==> src/rtl/dzcpu_useq_pkg.sv <==
// Shared microcode encodings for the dzcpu micro-sequencer.
// Values match the uop ROM's flow and command defines.
package dzcpu_useq_pkg;

  localparam logic [2:0] FlowOp      = 3'd0;
  localparam logic [2:0] FlowInc     = 3'd1;
  localparam logic [2:0] FlowEof     = 3'd2;
  localparam logic [2:0] FlowIncEof  = 3'd3;
  localparam logic [2:0] FlowIncEofZ = 3'd4;

  localparam int unsigned UopFlowHi = 11;
  localparam int unsigned UopFlowLo = 9;
  localparam int unsigned UopCmdHi  = 8;
  localparam int unsigned UopCmdLo  = 4;
  localparam int unsigned UopOpndHi = 3;
  localparam int unsigned UopOpndLo = 0;

  localparam logic [4:0] CmdJcb = 5'h1F;

  localparam logic [0:0] StDispatch = 1'b0;
  localparam logic [0:0] StExec     = 1'b1;

endpackage

==> src/rtl/dzcpu_useq.sv <==
// Micro-sequencer: maps fetched opcodes to a micro-PC via the external LUTs,
// then walks the uop ROM one uop per cycle honouring flow control and stalls.
module dzcpu_useq
  import dzcpu_useq_pkg::*;
#(
  parameter int unsigned UPC_W  = 8,
  parameter int unsigned UOP_W  = 12,
  parameter int unsigned ICNT_W = 16
) (
  input  logic              iClock,
  input  logic              iReset,
  input  logic [7:0]        iMop,
  input  logic              iMopValid,
  input  logic [UPC_W-1:0]  iFlowIdx,
  input  logic [UPC_W-1:0]  iCbFlowIdx,
  output logic [UPC_W-1:0]  oUopAddr,
  input  logic [UOP_W-1:0]  iUop,
  input  logic              iFlagZ,
  input  logic              iUopStall,
  output logic [UOP_W-1:0]  oUop,
  output logic              oUopValid,
  output logic              oIncPc,
  output logic              oFetchReq,
  output logic [ICNT_W-1:0] oInstrCount,
  output logic              oUcodeErr
);

  logic [0:0]        state_q, state_d;
  logic [UPC_W-1:0]  upc_q, upc_d;
  logic [ICNT_W-1:0] icnt_q, icnt_d;
  logic              err_q, err_d;

  logic [2:0] flow;
  logic [4:0] cmd;
  logic       exec, is_jcb, retire, upc_max;
  logic       inc_pc, do_eof, do_next;
  logic       unused_mop;

  assign flow    = iUop[UopFlowHi:UopFlowLo];
  assign cmd     = iUop[UopCmdHi:UopCmdLo];
  assign exec    = (state_q == StExec);
  assign is_jcb  = (cmd == CmdJcb);
  // jcb needs the CB byte on the bus; without it the uop waits like a stall.
  assign retire  = exec && !iUopStall && (!is_jcb || iMopValid);
  assign upc_max = &upc_q;
  // The opcode byte itself is only consumed by the external LUTs.
  assign unused_mop = ^iMop;

  always_comb begin
    state_d = state_q;
    upc_d   = upc_q;
    icnt_d  = icnt_q;
    err_d   = err_q;
    inc_pc  = 1'b0;
    do_eof  = 1'b0;
    do_next = 1'b0;
    if (!exec) begin
      if (iMopValid) begin
        upc_d   = iFlowIdx;
        state_d = StExec;
      end
    end else if (retire) begin
      case (flow)
        FlowOp:      do_next = 1'b1;
        FlowInc:     begin inc_pc = 1'b1; do_next = 1'b1; end
        FlowEof:     do_eof = 1'b1;
        FlowIncEof:  begin inc_pc = 1'b1; do_eof = 1'b1; end
        FlowIncEofZ: begin
          inc_pc = 1'b1;
          if (iFlagZ) do_eof = 1'b1;
          else        do_next = 1'b1;
        end
        default:     begin do_eof = 1'b1; err_d = 1'b1; end
      endcase
      if (is_jcb) begin
        upc_d = iCbFlowIdx;
      end else if (do_eof) begin
        state_d = StDispatch;
        icnt_d  = icnt_q + ICNT_W'(1);
      end else if (do_next) begin
        if (upc_max) begin
          err_d   = 1'b1;
          state_d = StDispatch;
        end else begin
          upc_d = upc_q + UPC_W'(1);
        end
      end
    end
  end

  always_ff @(posedge iClock) begin
    if (iReset) begin
      state_q <= StDispatch;
      upc_q   <= '0;
      icnt_q  <= '0;
      err_q   <= 1'b0;
    end else begin
      state_q <= state_d;
      upc_q   <= upc_d;
      icnt_q  <= icnt_d;
      err_q   <= err_d;
    end
  end

  assign oUopAddr    = upc_q;
  assign oUopValid   = exec;
  assign oUop        = exec ? iUop : '0;
  assign oIncPc      = inc_pc;
  assign oFetchReq   = !exec;
  assign oInstrCount = icnt_q;
  assign oUcodeErr   = err_q;

endmodule

==> config.mk <==
export PLATFORM = sky130hd
export DESIGN_NAME = dzcpu_useq
export DESIGN_NICKNAME = d
export VERILOG_FILES = /design/src/rtl/dzcpu_useq_pkg.sv /design/src/rtl/dzcpu_useq.sv
export SDC_FILE = /design/constraint.sdc
export NUM_CORES = 1
export LEC_CHECK = 0
export CORE_ASPECT_RATIO = 0.5
export CORE_MARGIN = 2
export CORE_UTILIZATION = 30
export CTS_BUF_LIST = sky130_fd_sc_hd__clkbuf_8 sky130_fd_sc_hd__clkbuf_16
export CTS_CLUSTER_DIAMETER = 60
export CTS_CLUSTER_SIZE = 14
export DETAILED_ROUTE_END_ITERATION = 10
export PLACE_DENSITY = 0.65
export SYNTH_ARGS = -nofsm -noshare
export SYNTH_HDL_FRONTEND = slang
export SYNTH_SLANG_ARGS = --single-unit
==> constraint.sdc <==
create_clock -name iClock -period 1.9 [get_ports iClock]
set_clock_uncertainty 0.05 [all_clocks]
set_input_delay 0.38 -clock iClock [delete_from_list [all_inputs] [get_ports iClock]]
set_output_delay 0.38 -clock iClock [all_outputs]
set_load 0.005 [all_outputs]
After elaboration in Yosys (flattened, before gate mapping)
Cells that the tools add are included.
{"block": "word_totals", "ff_bits": 26, "inputBits": 41, "output_inout_bits": 40}
{"block": "classes", "addsub": 2, "n_eq_ne": 9, "mux": 31, "bitwise": 1, "reduce_logical": 15}
{"op": "two-way mux 8 bit", "n": 7}
{"op": "two-way mux 1 bit", "n": 21}
{"op": "adder 16 x 1 -> 16 bit, second input constant", "n": 1}
{"op": "two-way mux 12 bit", "n": 1}
{"op": "adder 8 x 1 -> 8 bit, second input constant", "n": 1}
{"op": "AND reduction 8 bit", "n": 1}
{"op": "== test 3 x 2 -> 1 bit, second input constant", "n": 2}
{"op": "inequality test 3 bit, second input constant", "n": 2}
{"op": "== test 5 bit, second input constant", "n": 1}
{"op": "AND reduction 5 bit", "n": 1}
{"op": "OR reduction 5 bit", "n": 1}
{"op": "one-hot mux 1 bit (2 select lines)", "n": 2}
{"op": "AND reduction 4 bit", "n": 1}
{"op": "== test 3 x 1 -> 1 bit, second input constant", "n": 1}
{"op": "== test 3 bit, second input constant", "n": 1}
{"op": "logical NOT 1 bit", "n": 3}
{"op": "logical NOT 3 bit", "n": 1}
{"op": "inequality test 3 x 1 -> 1 bit, second input constant", "n": 1}
{"op": "OR reduction 3 bit", "n": 1}
{"op": "logical AND 1 bit", "n": 2}
{"op": "inequality test 2 x 1 -> 1 bit, second input constant", "n": 1}
{"op": "AND reduction 2 bit", "n": 1}
{"op": "nonzero test 2 bit", "n": 1}
{"op": "OR reduction 2 bit", "n": 1}
{"op": "other kinds (2)", "n": 2}

Logic depth before layout (Yosys ltp)
{"block": "logic_depth", "depth_word": 11, "ltp_mapped": 7}

Worst setup path before layout
Ideal clock, no wire load.
{"block": "synth_path", "kind": "reg2reg", "startpoint": "reg icnt_q[0] (netlist: oInstrCount[0])", "endpoint": "reg icnt_q[14] (netlist: oInstrCount[14])", "arrival_time_ns": 1.655, "t_required_ns": 1.729, "setup_slack_ns": 0.075, "stages_incl_launch_ff": 7, "period_less_slack_ns": 1.825, "path_cell_list": "dfxtp_1 > ha_1 > nand4_1 > a211oi_4 > nand4_2 > nor3_1 > mux2_2"}
{"block": "synth_between", "elab_chain_cells": 1}
{"element": "from (decl)", "line": "dzcpu_useq.sv:30", "source": "logic [ICNT_W-1:0] icnt_q, icnt_d;"}
{"element": "from (signal assigned)", "line": "dzcpu_useq.sv:100", "source": "icnt_q <= icnt_d;"}
{"element": "adder 16 x 1 -> 16 bit", "line": "dzcpu_useq.sv:79", "source": "icnt_d = icnt_q + ICNT_W'(1);"}
No other way between the ends.
A chain may end at the register's enable or synchronous reset.

Worst setup path after layout
{"block": "layout_path", "startpoint": "in iUop[1]", "endpoint": "out oUop[1]"}
{"block": "layout_between", "elab_chain_cells": 1}
{"element": "from (decl)", "line": "dzcpu_useq.sv:17", "source": "input logic [UOP_W-1:0] iUop,"}
{"element": "two-way mux 12 bit", "line": "dzcpu_useq.sv:107", "source": "assign oUop = exec ? iUop : '0;"}
{"element": "to (decl)", "line": "dzcpu_useq.sv:20", "source": "output logic [UOP_W-1:0] oUop,"}
No other way between the ends.

==> reports/qor.yml <==
synth_warnings: 0
drtPass1Iterations: 4
grt_pass1_vias: 1797
die_x_um: 108.2
end_kind: "primary output"
synth_top_family_by_area: "simple AND/OR/NAND/NOR gates"
rsz0062_at_grt: "true"
cts_tree: "yes"
fmax_mhz: 532.0
synthAdderAreaFrac_pct: 1.537
insertion_delay_ns: 0.28
crit_arrival_ns: 1.45
worstMarginPinSlew_ns: 0.4069
vias_per_cell: 4.857
setup.worst_path.start_class: "primary input"
peakVddDrop_mv: 0.3754
io_buffers: 72
yosys.area_share.simple_pct: 31.13
vias: 1802
synth_compound_area_share_pct: 19.14
cts.sinks: 26
grt_antenna_before_repair: 0
netlist_instances: 196
drive_gt1_share_pct: 21.26
slew_headroom_pct: 72.75
status: "completed"
yosysUniqueCellTypes: 50
track_usage_pct: 17.22
grt_pass1_wl_mm: 8.542
ant_nets: 0
initial_utilization_pct: 32.12
synth_seq_area_share_pct: 31.98
hpwl_mm: 3.980
coreArea_um2: 5067
row_count: 18
worst_slack_ns: 0.02040
place_congestion: 0.8557
syn_area_per_cell_um2: 8.305
cts_max_level: 1
cts_hold_buffers: 0
hold_ws_ns: 0.4305
drt_wl_total_mm: 5.136
critPathLaunch: "iUop[1]"
final_area_um2: 2755
period_minus_slack_ns: 1.880
synth_xor_xnor_area_share_pct: 9.685
setup_viol: 0
wl_per_cell_um: 13.84
root_buffer: "clkbuf_8"
area_delta_synth_final_pct: 69.25
die_area_um2: 6067
setup_tns_ns: 0
fillers: 470
cts.clk_slew.worst_paths_ns: 0.10
period_share_pct: 98.93
postSynthNetCount: 239
r2r-start: "oUopValid$_SDFF_PP0_"
cts_made_buffers: 3
slew_violations: 0
clock_path_buffers: 2
chipHeight_um: 56.09
diodes: 0
syn_area_um2: 1628
hold_viol_final: 0
max_cap_viol_count: 0
dpl-instance-area_um2: 2656
grt_overflow_total: 0
synthMuxAreaShare_pct: 2.537
p_per_area_nw_per_um2: 520.1
pin_count: 81
worst-setup-path-type: "primary input to primary output"
ys.flop_type: "dfxtp_1"
min-delay-start: "oUcodeErr$_SDFFE_PP0P_"
power.total_mw: 1.433
drc_errors: 0
hold_class: "register to register"
critPathMaxFanout: 1
drt_iter0_drc: 69
required_ns: 1.47
grt_max_degree: 16
place_ws_ns: -0.4686
cellLeakagePower_nw: 1.087
async_flop_share_pct: 0
fin_nets: 345
yosys_register_bits: 26
synth_edf_count: 0
[worst paths after layout]
kind / end / slack, ns / cells past startpoint
worst min register to register: oUcodeErr$_SDFFE_PP0P_ / 0.43 / 2
worst max register to register: oInstrCount[14]$_SDFFE_PP0P_ / 0.10 / 7
worst max-delay path: oUop[1] / 0.02 / 3
worst min-delay path: oUcodeErr$_SDFFE_PP0P_ / 0.43 / 2
[cell families after synthesis]
| logic type | Yosys count |
|---|---|
| AOI/OAI and AO/OA | 41 |
| xor gates and xnor gates | 18 |
| adders and majority gates | 2 |
| buffers and inverters | 14 |
| DFF | 26 |
| muxes | 4 |
| and+or+nand+nor | 91 |
[routing by layer]
layer  vias up  wire, um  GRT usage, %
met5         -         0             0
met4         0        14         3.114
met3         2       182         3.279
met2        33      2549         30.28
met1       855      2390         22.11
li1        912         -             -
[cell type report]
cell class	count	area (um^2)	area share [%]
tap	70	87.58	3.179
timing repair buffer	109	984.7	35.74
inverter	6	22.52	0.8174
multi-input combinational	156	1067	38.74
clock buffer	3	41.29	1.499
sequential	26	521.8	18.94
clock inverter	1	30.03	1.090
[registers in the layout (all words and copies together), names as in the netlist]
signal       flops
oInstrCount     16
oUopAddr         8
oUcodeErr        1
oUopValid        1
[what timing repair did]
| item | 4_1_cts | 5_1_grt |
|---|---|---|
| resized for setup | 12 | 17 |
| pin swaps | 0 | 4 |
| setup buffers | 1 | 0 |
| setup endpoints to repair | 23 | 12 |
| gates cloned | 0 | 1 |
[worst max-delay path: stages]
cell             delay, ns
clkdlybuf4s50_1       0.46
and2_1                0.12
clkdlybuf4s50_1       0.50
[cell usage in the layout, fill, tap and decap left out, types with 5 or more instances in the layout]
master	n
a21oi_1	10
and2_1	11
buf_4	36
clkdlybuf4s50_1	58
dfxtp_1	25
dlygate4sd2_1	6
nand2_1	13
nand3_1	12
nor2_1	26
o211ai_1	5
o21ai_0	5
xnor2_1	12
xor2_1	6
[metrics by stage]
stage          util [%]  std cells
6_report          54.37        371
5_1_grt           54.37        371
4_1_cts           53.83        370
3_5_place_dp      52.42        365
3_3_place_gp      52.42        365
2_1_floorplan         -        196
[report_power, final]
group          leakage (nW)  switching [mW]  internal (mW)
clock                0.0357           0.197          0.282
combinational         0.839           0.159          0.212
sequential            0.212          0.0180          0.565
[cells in the mapped netlist (all sizes together) (2+ instances only)]
| master | n | area share (%) |
|---|---|---|
| nor2 | 28 | 6.8 |
| dfxtp | 26 | 32 |
| nand2 | 13 | 3.0 |
| nand3 | 12 | 3.7 |
| xnor2 | 12 | 6.5 |
| a21oi | 11 | 3.4 |
| and2 | 11 | 4.2 |
| o21ai | 7 | 2.2 |
| nand4 | 6 | 3.6 |
| xor2 | 6 | 3.2 |
| inv | 5 | 1.2 |
| nor3 | 5 | 1.5 |
| o211ai | 5 | 2.3 |
| buf | 4 | 1.7 |
| clkbuf | 4 | 0.92 |
| nor4 | 4 | 2.7 |
| o21a | 4 | 1.8 |
| and4 | 3 | 1.9 |
| mux2i | 3 | 1.8 |
| o31ai | 3 | 1.7 |
| a211o | 2 | 1.1 |
| a211oi | 2 | 2.0 |
| a311oi | 2 | 1.1 |
| and3 | 2 | 0.77 |
| ha | 2 | 1.5 |
| nor2b | 2 | 0.77 |
Power figures use the tool's default switching activity.
